**src/rtl/gf_serial_mul.sv**
```systemverilog
// rtl/gf_serial_mul.sv - bit-serial GF(2^W) multiplier with handshake and XOR accumulate
//
// Purpose:
//   Multiplies A_IN by B_IN in GF(2^W). The field is defined by POLY, which
//   holds the low W bits of the reduction polynomial (the x^W term is
//   implicit). B is consumed one bit per clock, MSB first, so one product
//   takes W cycles. The result can optionally be XORed with the previous
//   delivered result, which lets a consumer build GF dot-products.
//
// Ports:
//   CLK        system clock, rising edge
//   RST        synchronous active-high reset
//   IN_VALID   A_IN/B_IN/ACC_IN valid
//   IN_READY   idle, operands are accepted on an IN_VALID edge
//   A_IN       multiplicand
//   B_IN       multiplier (serialised MSB first)
//   ACC_IN     1: result = product XOR last delivered result
//   OUT_VALID  D_OUT holds a result
//   OUT_READY  consumer takes D_OUT
//   D_OUT      result, always in reduced form
//   BUSY       multiplication steps in progress

module gf_serial_mul #(
    parameter int             W    = 4,
    parameter logic [W-1:0]   POLY = W'(4'b0011)
) (
    input  logic         CLK,
    input  logic         RST,
    input  logic         IN_VALID,
    output logic         IN_READY,
    input  logic [W-1:0] A_IN,
    input  logic [W-1:0] B_IN,
    input  logic         ACC_IN,
    output logic         OUT_VALID,
    input  logic         OUT_READY,
    output logic [W-1:0] D_OUT,
    output logic         BUSY
);

    localparam int CW = $clog2(W);

    typedef enum logic [1:0] {
        S_IDLE = 2'd0,
        S_BUSY = 2'd1,
        S_DONE = 2'd2
    } state_t;

    state_t        state;
    state_t        state_next;

    logic [W-1:0]  a_reg;
    logic [W-1:0]  b_reg;
    logic          acc_flag;
    logic [W-1:0]  p;
    logic [CW-1:0] cnt;
    logic [W-1:0]  acc;
    logic [W-1:0]  step;

    // Multiply by x and reduce: shifting out the top bit means x^W was
    // produced, which is replaced by the low part of the polynomial.
    function automatic logic [W-1:0] xtime(input logic [W-1:0] v);
        return {v[W-2:0], 1'b0} ^ (v[W-1] ? POLY : '0);
    endfunction

    // Horner step: P = P*x + B[cnt]*A, reduced every step.
    always_comb begin
        step = xtime(p) ^ (b_reg[cnt] ? a_reg : '0);
    end

    // State register
    always_ff @(posedge CLK) begin
        if (RST) begin
            state <= S_IDLE;
        end else begin
            state <= state_next;
        end
    end

    // Next-state logic
    always_comb begin
        state_next = state;
        case (state)
            S_IDLE:  if (IN_VALID)       state_next = S_BUSY;
            S_BUSY:  if (cnt == '0)      state_next = S_DONE;
            S_DONE:  if (OUT_READY)      state_next = S_IDLE;
            default:                     state_next = S_IDLE;
        endcase
    end

    // Output decode
    always_comb begin
        IN_READY  = (state == S_IDLE);
        BUSY      = (state == S_BUSY);
        OUT_VALID = (state == S_DONE);
    end

    // Datapath
    always_ff @(posedge CLK) begin
        if (RST) begin
            a_reg    <= '0;
            b_reg    <= '0;
            acc_flag <= 1'b0;
            p        <= '0;
            cnt      <= '0;
            acc      <= '0;
            D_OUT    <= '0;
        end else begin
            case (state)
                S_IDLE: begin
                    if (IN_VALID) begin
                        a_reg    <= A_IN;
                        b_reg    <= B_IN;
                        acc_flag <= ACC_IN;
                        p        <= '0;
                        cnt      <= CW'(W - 1);
                    end
                end
                S_BUSY: begin
                    p   <= step;
                    cnt <= cnt - 1'b1;
                    if (cnt == '0) begin
                        D_OUT <= step ^ (acc_flag ? acc : '0);
                    end
                end
                S_DONE: begin
                    // The accumulator only ever holds delivered results.
                    if (OUT_READY) begin
                        acc <= D_OUT;
                    end
                end
                default: ;
            endcase
        end
    end

endmodule
```
**config.mk**
```make
export PLATFORM = sky130hd
export DESIGN_NAME = gf_serial_mul
export DESIGN_NICKNAME = d
export VERILOG_FILES = /design/src/rtl/gf_serial_mul.sv
export SDC_FILE = /design/constraint.sdc
export NUM_CORES = 1
export LEC_CHECK = 0
export BUFFER_PORTS_ARGS = -buffer_cell sky130_fd_sc_hd__buf_2
export CAP_MARGIN = 20
export CORE_ASPECT_RATIO = 1.1
export CORE_MARGIN = 1
export CORE_UTILIZATION = 57
export CTS_CLUSTER_DIAMETER = 200
export DETAILED_ROUTE_END_ITERATION = 8
export PLACE_DENSITY = 0.92
export SETUP_SLACK_MARGIN = 0.1
export SYNTH_ARGS = -nofsm -noshare
export SYNTH_HDL_FRONTEND = slang
export SYNTH_SLANG_ARGS = --single-unit
```
**constraint.sdc**
```tcl
create_clock -name CLK -period 3.4 [get_ports CLK]
set_input_delay 0.68 -clock CLK [delete_from_list [all_inputs] [get_ports CLK]]
set_output_delay 0.68 -clock CLK [all_outputs]
set_load 0.02 [all_outputs]
```
### Word-level counts from Yosys, hierarchy flattened

Index checks and enable logic that the tools add are counted.

* word-level logic and storage cells: 39
* flip-flop bits (word level): 25
* input port bits: 13
* latch bits: 0
* output and inout port bits: 7
* bits in writable memories: 0
* memory bits (read-only): 0
* memories: 0

* reductions and logical operators: 8
* muxes and demuxes: 13
* $lt $le $gt $ge: 1
* shift-type cells: 0
* bitwise operators: 3
* equality and inequality tests: 5
* add/sub/neg operators: 1
* divide/modulo/power cells: 0
* multiply operators: 0

Operators by type and width (count)
* $mux W4: 3
* $mux W2: 5
* $pmux W4 S2: 1
* $reduce_and A2 Y1: 4
* $xor A4 B4 Y4: 2
* $pmux W2 S3: 1
* $logic_not A2 Y1: 2
* $ne A2 B1 Y1 const B: 2
* $pmux W2 S2: 1
* $xor A4 B2 Y4: 1
* $lt A2 B3 Y1 const B: 1
* $reduce_and A3 Y1: 1
* $bmux W1 S2: 1
* $eq A2 B1 Y1 const B: 1
* $eq A2 B2 Y1 const B: 1
* $ne A2 B2 Y1 const B: 1
* $reduce_bool A2 Y1: 1
* $sub A2 B1 Y2 const B: 1
* $mux W1: 1

### Longest topological paths before layout

* depth in word-level cells: 5
* depth in mapped cells: 6
* depth with buffers taken out: 5

### Least setup slack after synthesis

Ideal clock, no wire load.

* kind: flip-flop to output port
* from: register state[1]
* to: output port OUT_VALID
* cell stages (with the launch flop): 3
* path buffers: 1
* arrival time: 0.770 ns
* setup slack: 1.950 ns
* required time: 2.720 ns
* cells stage by stage: dfxtp_1 nor2b_1 clkbuf_1

* cells in the longest elaborated chain, start to end: 1

RTL lines
* start: declaration: line 48 `state_t state;`
* start signal: assignment: line 75 `state <= state_next;`
* $eq A2 B2 Y1: line 94 `OUT_VALID = (state == S_DONE);`
* end: declaration: line 34 `output logic OUT_VALID,`

No other way between the ends.

### Worst setup path after layout

* from: register state[0]
* to: output port BUSY

* cells in the longest elaborated chain, start to end: 1

RTL lines
* $eq A2 B1 Y1: line 93 `BUSY = (state == S_BUSY);`
* end: declaration: line 37 `output logic BUSY`

No other way between the ends.

==> metrics.md <==
| Metric | Value |
|---|---|
| Critical-path top delay cell | nor2b_1 |
| Unique cell type count in the Yosys netlist | 21 |
| Syn Nets | ~150 |
| Initial cell density of the core | a little over three fifths |
| Worst setup path start | state[0] |
| Layout fillers | 157 |
| CP Capture Type | output port |
| Final Hold Violating Endpoints | 0 |
| Wirelength per Cell | 13.01 µm |
| Final ANT Viol Nets | 0 |
| Final setup fails | 0 |
| Post-Syn Area | roughly 1100 µm² |
| Register area | 500.5 µm² |
| CTS Buf Count | 3 |
| Number of cells on the worst reg-to-reg path | 3 |
| Chip height | 48.95 µm |
| Final WL | approximately 2300 µm |
| Antenna violations before repair | 0 |
| CP Capture Point | BUSY |
| Total Power | roughly 0.56 mW |
| PostCTS Resize Cnt | 0 |
| Non-Filler Instances | about 180 |
| Reg-to-reg slack, setup | 1810 ps |
| Nets@finish | about 170 |
| Seq/Total Area, Yosys | 43.81% |
| Initial drt markers | 17 |
| Multi-input logic area | roughly 610 µm² |
| Largest cells by area after synthesis | dfxtp_1 44%, nand2_1 11%, a21oi_1 7.4%, a22o_1 5.4%, xnor2_1 5.4% |
| RSZ-0062 raised after global routing | no |
| Final critical-path share of the clock period | 66.46% |
| Peak supply drop | roughly 0.00033 V |
| Pre-antenna DRT Iters | 4 |
| Yosys warns | 0 |
| Total Die Area | 2187 µm² |
| Routed vias/inst | 5.418 |
| Skew final | 3.797 ps |
| Via count | between 900 and 1k |
| Crit path kind | reg -> out |
| Worst-Margin Slew | 689.0 ps |
| Layout overhead on the synthesized area | 11.39% |
| Layout cells sized above 1 | between 10% and 20% |
| Gate Count Post-Synth | 134 |
| Die X-Extent | 44.69 µm |
| Hpwl dp | 1704 µm |
| Max_cap viols | 0 |
| Inst Count DP | between 150 and 200 |
| WHS | about 480 ps |
| Top cell type's share of synthesized area | a little over two fifths |
| Reg2reg start | state[0] |
| GRT Total Usage | 24.21% |
| Ant. Diodes | 0 |
| P_leak | approximately 0.49 nW |
| IO Pins | 20 |
| Clk_lat worst skew | 330 ps |
| Worst EP arrival | 1580 ps |
| Seq cells post-synth | 25 |
| Cell Rows | 16 |
| Tmin final | approximately 2300 ps |
| H-tree depth | 1 |
| Syn Area/Cell | 8.525 µm² |
| CTS tree | built |
| Max Clock Freq | 442.6 MHz |
| Residual DRC | 0 |
| Setup TNS Final | 0 ps |
| Cell Pwr Density | 438.8 nW/µm² |
| Maximum clock insertion buffer count | 2 |
| Worst hold path class | reg -> reg |
| Clk sinks | 25 |
| Hold_buf cts | 0 |
| Clock Tree Root | clkbuf_4 |
| Critical Path Max Stage Delay | 580 ps |
| Core area | 1822 µm² |
| Reg-to-Reg End | D_OUT[3] |
| Post-CTS Setup Bufs | 0 |
| CP Data Required Time | 2720 ps |
| Post-synth top area cell | dfxtp_1 |
| CTS clock-pin slew for the worst setup and hold paths | 140 ps |
| Run status | finished, final reports clean |
| First-pass GRT wire length | 3919 µm |
| Crit-path max FO | 11 |
| Port Buffers | 19 |
| Slew Viols, Final | 0 |
| Largest net degree at the start of global routing | 23 |
| GR Overflow Total | 0 |
| Number of global-route vias before repair | 905 |
| RePlAce Congestion | just under 0.8 |
| Max-slew headroom at the worst pin | 53.97% |
| Crit-path cells | nor2b_1 > buf_2 |
| Crit start category | register |
[critical path, delay by kind of cell (launching register included)]
kind / cells / cell delay, ps
DFF: 1 / 380
buffers and inverters: 1 / 290
and+or+nand+nor: 1 / 580
[per-stage QoR]
stage	setup slack [ps]	area (µm²)	util, %
2_1_floorplan	1950	1142	-
3_3_place_gp	1646	1242	68.20
3_5_place_dp	1553	1242	68.20
4_1_cts	1158	1272	69.85
5_1_grt	1014	1272	69.85
6_report	1140	1272	69.85
[worst min-delay path by stage]
stage,from,end,slack (ps),cells after the start
final,acc[3],acc[3],480,2
after global routing,acc[3],acc[3],490,2
after CTS,acc[3],acc[3],480,2
after detailed placement,acc[3],acc[3],460,2
after global placement,acc[3],acc[3],450,2
after floorplan,acc[0],acc[0],440,2
[synth_stat cells]
master	number
nand2_1	33
a21oi_1	17
nor2b_1	3
nor3_1	2
clkbuf_1	5
ha_1	1
buf_2	2
and2_1	1
xor2_1	6
a211oi_1	1
nand3_1	4
inv_1	2
nor2_1	4
o21a_1	1
a221oi_1	1
nand2b_1	6
o22ai_2	4
dfxtp_1	25
a22o_1	7
xnor2_1	7
mux2i_2	2
[logic make-up after synthesis]
kind of cell / after synthesis / share of synthesized area, %
AOI/OAI and AO/OA: 31 / 19.28
xor gates and xnor gates: 13 / 9.967
adders and majority gates: 1 / 1.095
buffers and inverters: 9 / 3.177
DFF: 25 / 43.81
muxes: 2 / 2.410
and+or+nand+nor: 53 / 20.26
[area by class of cell]
class | count | share of cell area (%)
clock buffer | 3 | 1.770
clock inverter | 1 | 0.5900
inverter | 2 | 0.5900
multi-input combinational | 100 | 47.59
sequential | 25 | 39.33
tap | 27 | 2.655
timing repair buffer | 19 | 7.473
[layout by cell type (no fill, tap or decap), drive strengths merged]
master / synthesis / final
buf: 2 / 19
nand2: 33 / 33
nor3: 2 / 2
o22ai: 4 / 4
xor2: 6 / 6
nor2: 4 / 4
a22o: 7 / 7
and2: 1 / 1
nor2b: 3 / 3
clkbuf: 5 / 3
o21a: 1 / 1
clkinvlp: 0 / 1
nand2b: 6 / 6
a21oi: 17 / 17
inv: 2 / 2
dfxtp: 25 / 25
a211oi: 1 / 1
ha: 1 / 1
a221oi: 1 / 1
nand3: 4 / 4
xnor2: 7 / 7
mux2i: 2 / 2
[power breakdown]
group	switching, mW	internal (mW)
clock network	0.0967	0.0451
registers	0.0162	0.308
logic	0.0558	0.0364
[layer usage]
metal	vias up	track usage, %	routed length [µm]	part of all wire [%]
li1	486	-	-	-
met3	6	2.222	58	2.5
met1	446	28.84	1002	44
met2	21	42.40	1205	52
met4	0	11.11	36	1.6
met5	-	0	0	0
Note: power is estimated with default switching activity, not from simulation.
